--- config.mk ---
export PLATFORM = sky130hd
export DESIGN_NAME = la_capture_ctrl
export DESIGN_NICKNAME = d
export VERILOG_FILES = /design/src/rtl/la_capture_ctrl.sv
export SDC_FILE = /design/constraint.sdc
export NUM_CORES = 1
export LEC_CHECK = 0
export BUFFER_PORTS_ARGS = -buffer_cell sky130_fd_sc_hd__buf_2
export CAP_MARGIN = 30
export CORE_ASPECT_RATIO = 1.75
export CORE_MARGIN = 2
export CORE_UTILIZATION = 50
export CTS_BUF_LIST = sky130_fd_sc_hd__clkbuf_8
export CTS_CLUSTER_DIAMETER = 150
export DETAILED_ROUTE_END_ITERATION = 8
export PLACE_DENSITY = 0.73
export SYNTH_ARGS = -nofsm -noshare
export SYNTH_HDL_FRONTEND = slang
export SYNTH_SLANG_ARGS = --single-unit
--- constraint.sdc ---
create_clock -name clock -period 4.52 [get_ports clock]
set_input_delay 0.452 -clock clock [delete_from_list [all_inputs] [get_ports clock]]
set_output_delay 0.452 -clock clock [all_outputs]
set_load 0.005 [all_outputs]
--- src/rtl/la_capture_ctrl.sv ---
// Logic-analyser capture controller: arms the trigger stage, decimates the sample
// stream and records pre/post-trigger samples into SRAM as a circular buffer.
module la_capture_ctrl #(
  parameter int ADDR_W = 19,
  parameter int DEC_W  = 16
) (
  input  logic              clock,
  input  logic              RST,
  input  logic              START,
  input  logic              STOP,
  input  logic [DEC_W-1:0]  DECIM,
  input  logic [ADDR_W-1:0] PRE_CNT,
  input  logic [ADDR_W-1:0] POST_CNT,
  input  logic [7:0]        DATA_IN,
  input  logic              trig_in,
  output logic              trig_en,
  output logic [ADDR_W-1:0] mem_addr,
  output logic [7:0]        mem_data,
  output logic              mem_we_n,
  output logic [ADDR_W-1:0] trig_addr,
  output logic              busy,
  output logic              done
);

  typedef enum logic [2:0] {
    S_IDLE,
    S_PRE,
    S_WAIT_TRIG,
    S_POST,
    S_DONE
  } state_t;

  state_t              state;
  logic [ADDR_W-1:0]   wr_ptr;
  logic [ADDR_W-1:0]   cnt;
  logic [DEC_W-1:0]    dec_cnt;

  logic                tick;
  logic                write_now;
  logic [ADDR_W-1:0]   cnt_inc;
  logic [ADDR_W-1:0]   wr_ptr_inc;

  assign tick       = (dec_cnt == '0);
  // POST_CNT=0 finishes on the first POST cycle without recording anything.
  assign write_now  = tick && !(state == S_POST && POST_CNT == '0);
  assign cnt_inc    = cnt + ADDR_W'(tick);
  assign wr_ptr_inc = wr_ptr + ADDR_W'(1);

  always_ff @(posedge clock) begin
    if (!RST) begin
      state     <= S_IDLE;
      wr_ptr    <= '0;
      cnt       <= '0;
      dec_cnt   <= '0;
      mem_addr  <= '0;
      mem_data  <= '0;
      mem_we_n  <= 1'b1;
      trig_en   <= 1'b0;
      trig_addr <= '0;
      busy      <= 1'b0;
      done      <= 1'b0;
    end else begin
      mem_we_n <= 1'b1;
      case (state)
        S_IDLE, S_DONE: begin
          if (!STOP && START) begin
            state   <= S_PRE;
            wr_ptr  <= '0;
            cnt     <= '0;
            dec_cnt <= '0;
            busy    <= 1'b1;
            done    <= 1'b0;
          end
        end
        default: begin
          if (STOP) begin
            state   <= S_IDLE;
            trig_en <= 1'b0;
            busy    <= 1'b0;
          end else begin
            dec_cnt <= tick ? DECIM : dec_cnt - DEC_W'(1);
            if (write_now) begin
              mem_data <= DATA_IN;
              mem_addr <= wr_ptr;
              mem_we_n <= 1'b0;
              wr_ptr   <= wr_ptr_inc;
            end
            case (state)
              S_PRE: begin
                cnt <= cnt_inc;
                if (PRE_CNT == '0 || cnt_inc == PRE_CNT) begin
                  state   <= S_WAIT_TRIG;
                  trig_en <= 1'b1;
                end
              end
              S_WAIT_TRIG: begin
                // trig_addr points at the first sample written after the trigger.
                if (trig_en && !trig_in) begin
                  trig_addr <= write_now ? wr_ptr_inc : wr_ptr;
                  trig_en   <= 1'b0;
                  cnt       <= '0;
                  state     <= S_POST;
                end
              end
              S_POST: begin
                if (POST_CNT == '0) begin
                  state <= S_DONE;
                  busy  <= 1'b0;
                  done  <= 1'b1;
                end else begin
                  cnt <= cnt_inc;
                  if (cnt_inc == POST_CNT) begin
                    state <= S_DONE;
                    busy  <= 1'b0;
                    done  <= 1'b1;
                  end
                end
              end
              default: ;
            endcase
          end
        end
      endcase
    end
  end

endmodule

==> implementation parameters, run 1 <==
Parameter                              Value

Run status
  Status ... complete, no violations

Clocking
  Root buffer cell ... clkbuf_8
  CTS Hold Bufs ... 0
  Largest buffer count on any clock path ... 2
  Latest clock arrival within the worst-skew pair ... slightly above 0.4 ns
  Clock tree from TritonCTS ... yes
  CTS resizes ... 0
  Post-CTS setup repair buffer count ... 0
  Maximum level of the CTS H-tree ... 3
  Num CTS Buffers ... 9
  Clock transition at the registers of the reported paths ... ~0.12 ns
  Sink count of the clock tree ... approximately 110

Setup path
  Chain of cells forming the critical path ... inv_1 > ha_1 > nor3b_2 > nand3_1 > nor3_4 > ha_1 > ha_1 > and3_1 > nand4_4 > nor3_4 > xnor3_1 > o2111ai_1 > o31ai_1 > a221oi_1 > o211a_1
  Total stage count of the critical path ... 15
  Sort of element at the end of the critical path ... flop
  Depth of the most critical reg-to-reg path ... 15
  Peak per-stage delay on the critical path ... approximately 0.40 ns
  Worst EP required ... between 4 and 5 ns
  Cell family with the largest share of critical-path delay ... simple AND/OR/NAND/NOR gates
  Crit path max-delay cell type ... nor3_4
  Worst Setup Start Kind ... flop
  Top fanout value on the critical path ... 6
  Crit Path Category ... reg -> reg
  Bufs and invs on worst path ... 1
  Arr. time, crit path ... ~4.4 ns
  Most frequent cell on the critical path ... ha_1

Detailed routing
  Total number of vias ... around 6.5k
  Mean number of vias per cell ... approximately 6.0
  Number of violations reported at the end of detailed-routing iteration 0 ... about 360
  DRC violations left ... 0
  Per-cell routed wire length ... between 15 and 20 um
  Remaining number of nets flagged by the antenna check after routing ... 0
  Total routed wirelength ... roughly 19000 um
  Router iterations before antenna repair ... 5

Floorplan
  Core region area ... 12500 sq um
  I/O pin count ... around 120
  Height of the die ... between 150 and 200 um
  Number of rows in the core area ... between 50 and 60
  Chip width ... ~90 um
  Starting density of the core ... 0.5153
  Die Footprint ... 13840 sq um

Synth
  Fraction of registers with async set or reset after synthesis ... 0
  Post-synthesis sequential area ratio ... 0.3326
  Adder and majority cell fraction of the synthesized area ... 0.007770
  Cell Area, Synth ... 6441 sq um
  Post-synthesis mux area share ... 0.006216
  Largest family of logic cells by synthesized area ... simple AND/OR/NAND/NOR gates
  Gate count of the mapped netlist ... around 830
  Net count after synthesis ... 897
  Share of the synthesized area in compound gates (AO/OA/AOI/OAI) ... 0.2317
  Synthesized area per cell ... between 7 and 8 sq um
  Number of distinct library cells after synthesis ... 75
  Count of flip-flops with a built-in enable after synthesis ... 0
  Synth Area in XOR/XNOR ... 0.09324
  Commonest register cell after synthesis ... dfxtp_1
  Number of synthesis warnings ... 0
  Simple logic cell fraction of the synthesized area ... 0.2830
  Yosys reg bits ... 107

GRT
  Total grt overflow ... 0
  Global Route Usage Sum ... 0.2789
  Maximum number of pins on one net before global-route repair ... 48
  Antenna violations before repair ... 0
  Number of global-route vias before repair ... 6087
  Global-route wire length before repair ... between 30000 and 40000 um

Cells and area
  Multi-input logic area ... between 4000 and 5000 sq um
  Fraction of final layout cells sized beyond drive strength 1 ... 0.2033
  Most frequent cells in the layout ... 116 x buf_2, 113 x a21oi_1, 107 x dfxtp_1
  Diode insertion count for antenna repair ... 0
  Nets ... roughly 980
  Sequential cell area ... approximately 2100 sq um
  Number of inserted filler cells in the final layout ... about 1.2k
  Most common cell after layout, fill and taps aside ... buf_2
  Synthesis-to-layout area growth ... 13.21%

STA
  Clock tree skew after final layout ... ~0.021 ns
  Worst-case headroom to the max-slew limit ... 0.3840
  Highest attainable clock frequency ... roughly 250 MHz
  Final sum of negative setup slack ... 0 ns
  Hold Vio Cnt, Final ... 0
  Min Hold Slack ... about 0.27 ns
  Final setup violating endpoints ... 0
  Final clock period utilization by the worst path ... 0.8995
  Tmin final ... between 4 and 5 ns
  Slew @ Worst Pin ... ~0.92 ns
  Number of pins with negative max-slew slack in the final report ... 0
  Setup repair after global routing missed its margin ... no

Power
  Power dissipated by switching net loads ... 0.001445 W
  Share of total power consumed by net switching ... 0.4492
  Combinational power share ... 0.454
  Internal power summed over all cells ... ~0.0018 W
  Leakage component of the power ... between 2 and 3 nW
  Worst-case vdd ir drop ... ~0.4 mV
  Clock share of power ... 0.191
  Sequential power share ... 0.355
  Power per Cell Area ... about 440 nW/um^2

Placed design
  Input/output buffers ... 116
  Routability congestion estimate from global placement ... 1.002
  Estimated wirelength of the detail-placed design ... between 10000 and 15000 um

Worst hold path
  Min-Delay Path Class ... in -> reg
  Instance count along the most critical hold path ... 3

Run
  Max cap viols ... 0
[power by group through the flow]
stage	registers [W]	logic, W	clock network (W)
floorplan	0.00113	0.00111	0
global placement	0.00116	0.00145	0
detailed placement	0.00116	0.00145	0
CTS	0.00114	0.00146	0.000628
global route	0.00116	0.00161	0.000654
finish	0.00114	0.00146	0.000615
[layout make-up]
cell class / instances / share of cell area
inverters: 12 / 0.006177
well taps: 168 / 0.02883
clock buffers: 9 / 0.01699
multi-input cells: 648 / 0.5511
clock inverters: 7 / 0.01218
flip-flops and latches: 107 / 0.2938
repair buffers: 127 / 0.09094
[layer usage]
layer	part of all wire	track usage	routed length [um]
met1	0.37	0.3069	7302
met2	0.54	0.5191	10440
met3	0.041	0.03234	791
met4	0.049	0.1495	960
met5	0	0	0
[through the flow]
step	power [W]	util	instances	worst slack [ns]	cell area, sq um
2_1_floorplan	0.002239	-	826	0.9174	6441
3_3_place_gp	0.002611	0.5660	1062	0.5539	7074
3_5_place_dp	0.002608	0.5660	1062	0.4796	7074
4_1_cts	0.003222	0.5830	1078	0.4220	7287
5_1_grt	0.003424	0.5834	1078	0.05041	7292
6_report	0.003216	0.5834	1078	0.4543	7292
[sequential cells by signal (all words and copies together), names as in the netlist]
register,count
mem_addr,19
state,3
dec_cnt,16
mem_data,8
wr_ptr,19
done,1
busy,1
trig_addr,19
mem_we_n,1
cnt,19
trig_en,1
[kinds of logic after synthesis]
| logic type | count (synthesis) |
|---|---|
| AND/OR/NAND/NOR | 324 |
| buffers and inverters | 71 |
| flip-flops | 107 |
| XOR/XNOR | 67 |
| multiplexers | 4 |
| AO/OA/AOI/OAI | 249 |
| adder cells (fa/ha/maj) | 4 |
[synthesized netlist by cell type, types with 11 or more instances]
cell	number	area [sq um]
a21oi_1	113	565.5
buf_2	15	75.07
clkbuf_1	39	146.4
dfxtp_1	107	2142
inv_1	11	41.29
nand2_1	99	371.6
nand3_1	17	85.08
nand4_1	15	93.84
nor2_1	62	232.7
nor3_1	20	100.1
nor4_1	15	93.84
o21ai_0	64	320.3
or3_1	18	112.6
xnor2_1	39	341.6
xor2_1	27	236.5
[worst min-delay path: stages]
cell	delay (ns)
buf_2	0.09
nand2_1	0.04
a21oi_1	0.05
[final timing paths]
path | from | slack (ns) | end
setup / recovery | dec_cnt[0] | 0.45 | state[1]
setup reg to reg | dec_cnt[0] | 0.45 | state[1]
hold reg to reg | mem_data[2] | 0.46 | mem_data[2]
hold / removal | DATA_IN[6] | 0.27 | mem_data[6]
(Power assumes the default switching activity.)
==> inputs of run 2 (changes only) <==
PLACE_DENSITY = 0.76   (was 0.73)
clock period = 3.4 ns   (was 4.52 ns; I/O delays follow)
==> implementation parameters, run 2 (synthesis results as in run 1) <==
Parameter                              Value

Power
  Power per Cell Area ... 596.7 nW/um^2
  Sequential power share ... 0.316
  Internal power summed over all cells ... 0.002621 W
  Share of total power consumed by net switching ... 0.4395
  Worst-case vdd ir drop ... 0.5256 mV
  Clock share of power ... 0.171
  Combinational power share ... 0.514
  Leakage component of the power ... between 3 and 4 nW
  Power dissipated by switching net loads ... between 0.002 and 0.0025 W

Detailed routing
  Mean number of vias per cell ... ~6
  Total number of vias ... 6784
  Number of violations reported at the end of detailed-routing iteration 0 ... 418
  Total routed wirelength ... 20370 um
  Per-cell routed wire length ... 17.99 um
  Router iterations before antenna repair ... 5
  Remaining number of nets flagged by the antenna check after routing ... 0
  DRC violations left ... 0

Clocking
  CTS Hold Bufs ... 0
  Sink count of the clock tree ... between 100 and 150
  Root buffer cell ... clkbuf_8
  Maximum level of the CTS H-tree ... 3
  Clock tree from TritonCTS ... yes
  Latest clock arrival within the worst-skew pair ... roughly 0.40 ns
  Num CTS Buffers ... 9
  Clock transition at the registers of the reported paths ... 0.12 ns
  Largest buffer count on any clock path ... 2

Floorplan
  Die Footprint ... approximately 14000 sq um
  Core region area ... 12500 sq um
  I/O pin count ... approximately 120
  Starting density of the core ... 0.5153
  Height of the die ... 154.1 um
  Chip width ... approximately 90 um
  Number of rows in the core area ... between 50 and 60

Run status
  Status ... complete, but fails checks
  Failing checks ... setup timing

Setup path
  Startpoint of the most critical setup path ... dec_cnt[11]
  CP endpoint ... busy
  Crit Path Category ... reg -> reg
  End of the worst register-to-register path ... busy
  Arr. time, crit path ... 3.71 ns
  Setup slack on the worst flop-to-flop path ... -0.007 ns
  Worst Setup Start Kind ... flop
  Depth of the most critical reg-to-reg path ... 13
  Top fanout value on the critical path ... 6
  Worst EP required ... between 3 and 4 ns
  Critical register-to-register path startpoint ... dec_cnt[11]
  Sort of element at the end of the critical path ... flop

STA
  Highest attainable clock frequency ... 293.5 MHz
  Number of pins with negative max-slew slack in the final report ... 0
  Slew @ Worst Pin ... about 1 ns
  Final setup violating endpoints ... 1
  Final clock period utilization by the worst path ... 1.002
  Final sum of negative setup slack ... -0.007249 ns
  Min setup slack post-route ... -0.007249 ns
  Tmin final ... 3.407 ns
  Clock tree skew after final layout ... about 0.015 ns
  Worst-case headroom to the max-slew limit ... 0.3349
  Setup repair after global routing missed its margin ... yes
  Hold Vio Cnt, Final ... 0

Cells and area
  Diode insertion count for antenna repair ... 0
  Fraction of final layout cells sized beyond drive strength 1 ... 0.2676
  Most common cell after layout, fill and taps aside ... buf_2
  Synthesis-to-layout area growth ... 21.68%
  Most frequent cells in the layout ... 116 x buf_2, 113 x a21oi_1, 105 x dfxtp_1
  Number of inserted filler cells in the final layout ... between 1k and 1.5k
  Fin cells ... about 1.1k
  Nets ... 1030
  Final design instance area without fill ... between 7000 and 8000 sq um

Run
  Max cap viols ... 0

GRT
  Number of global-route vias before repair ... between 6k and 7k
  Total grt overflow ... 0
  Global-route wire length before repair ... 31940 um
  Antenna violations before repair ... 0
  Global Route Usage Sum ... 0.2844
  Maximum number of pins on one net before global-route repair ... 39

Placed design
  Estimated wirelength of the detail-placed design ... ~15000 um
  Routability congestion estimate from global placement ... 1.074
  Post-Place Cells ... approximately 1.1k
  Dpl cell area ... between 7000 and 8000 sq um
  Input/output buffers ... approximately 120

Worst hold path
  Min-Delay Path Class ... in -> reg
-- run 2: cell count changes in the layout (fill, tap and decap cells not counted), sizes merged --
cell      delta
buf         +54
clkinv       -2
clkinvlp     +1
inv          +1
-- run 2: worst min-delay path by stage --
stage | start | to | slack [ns] | depth (start not counted)
3_5_place_dp | mem_addr[8] | mem_addr[8] | 0.44 | 2
2_1_floorplan | dec_cnt[14] | dec_cnt[14] | 0.44 | 2
5_1_grt | DATA_IN[5] | mem_data[5] | 0.15 | 3
6_report | DATA_IN[0] | mem_data[0] | 0.17 | 3
3_3_place_gp | mem_data[0] | mem_data[0] | 0.43 | 2
4_1_cts | DATA_IN[3] | mem_data[3] | 0.16 | 3
-- run 2: critical path, stage by stage, from the launching register on --
cell and delay (ns):
dfxtp_1 0.33, or4_4 0.55, nor3_4 0.34, ha_4 0.23
ha_4 0.16, nand3_4 0.14, buf_6 0.19, nand2_1 0.07
mux2i_1 0.10, a2111oi_2 0.39, nand4_1 0.23, o31ai_2 0.28
a221oi_2 0.11, a21o_1 0.19
-- run 2: stage by stage --
| step | power [W] | utilization | worst slack [ns] | hold slack, ns |
|---|---|---|---|---|
| finish | 0.004677 | 0.6270 | -0.007249 | 0.1675 |
| global route | 0.004970 | 0.6270 | -0.09369 | 0.1543 |
| CTS | 0.004638 | 0.6117 | 0.01618 | 0.1600 |
| detailed placement | 0.003793 | 0.5932 | -0.09409 | 0.4415 |
| global placement | 0.003772 | 0.5916 | -0.04343 | 0.4348 |
| floorplan | 0.003003 | - | 0.004528 | 0.4395 |
-- run 2: metal layers --
layer,vias to the layer above,GRT usage,share of wire
li1,3249,-,-
met1,3212,0.2923,0.36
met2,250,0.5386,0.54
met3,73,0.04018,0.049
met4,0,0.1722,0.057
met5,-,0,0
-- run 2: final cells by class --
cell class	instances	area (sq um)	area share
Clock buffer	9	123.9	0.01580
Clock inverter	7	77.57	0.009898
Inverter	12	45.04	0.005747
Multi-Input combinational cell	648	4148	0.5292
Sequential cell	107	2145	0.2736
Tap cell	168	210.2	0.02682
Timing Repair Buffer	181	1089	0.1389
-- run 2: power by group through the flow --
stage                     clock network (W)  registers (W)  logic (W)
after detailed placement                  0        0.00150    0.00230
final                              0.000797        0.00148    0.00240
after floorplan                           0        0.00151    0.00150
after global placement                    0        0.00149    0.00228
after CTS                          0.000812        0.00147    0.00236
after global routing               0.000855        0.00149    0.00262
-- run 2: timing repair --
item | CTS | global route
pin swaps | 4 | 23
buffers inserted | 0 | 13
setup endpoints to repair | 6 | 6
gates resized for setup | 6 | 22
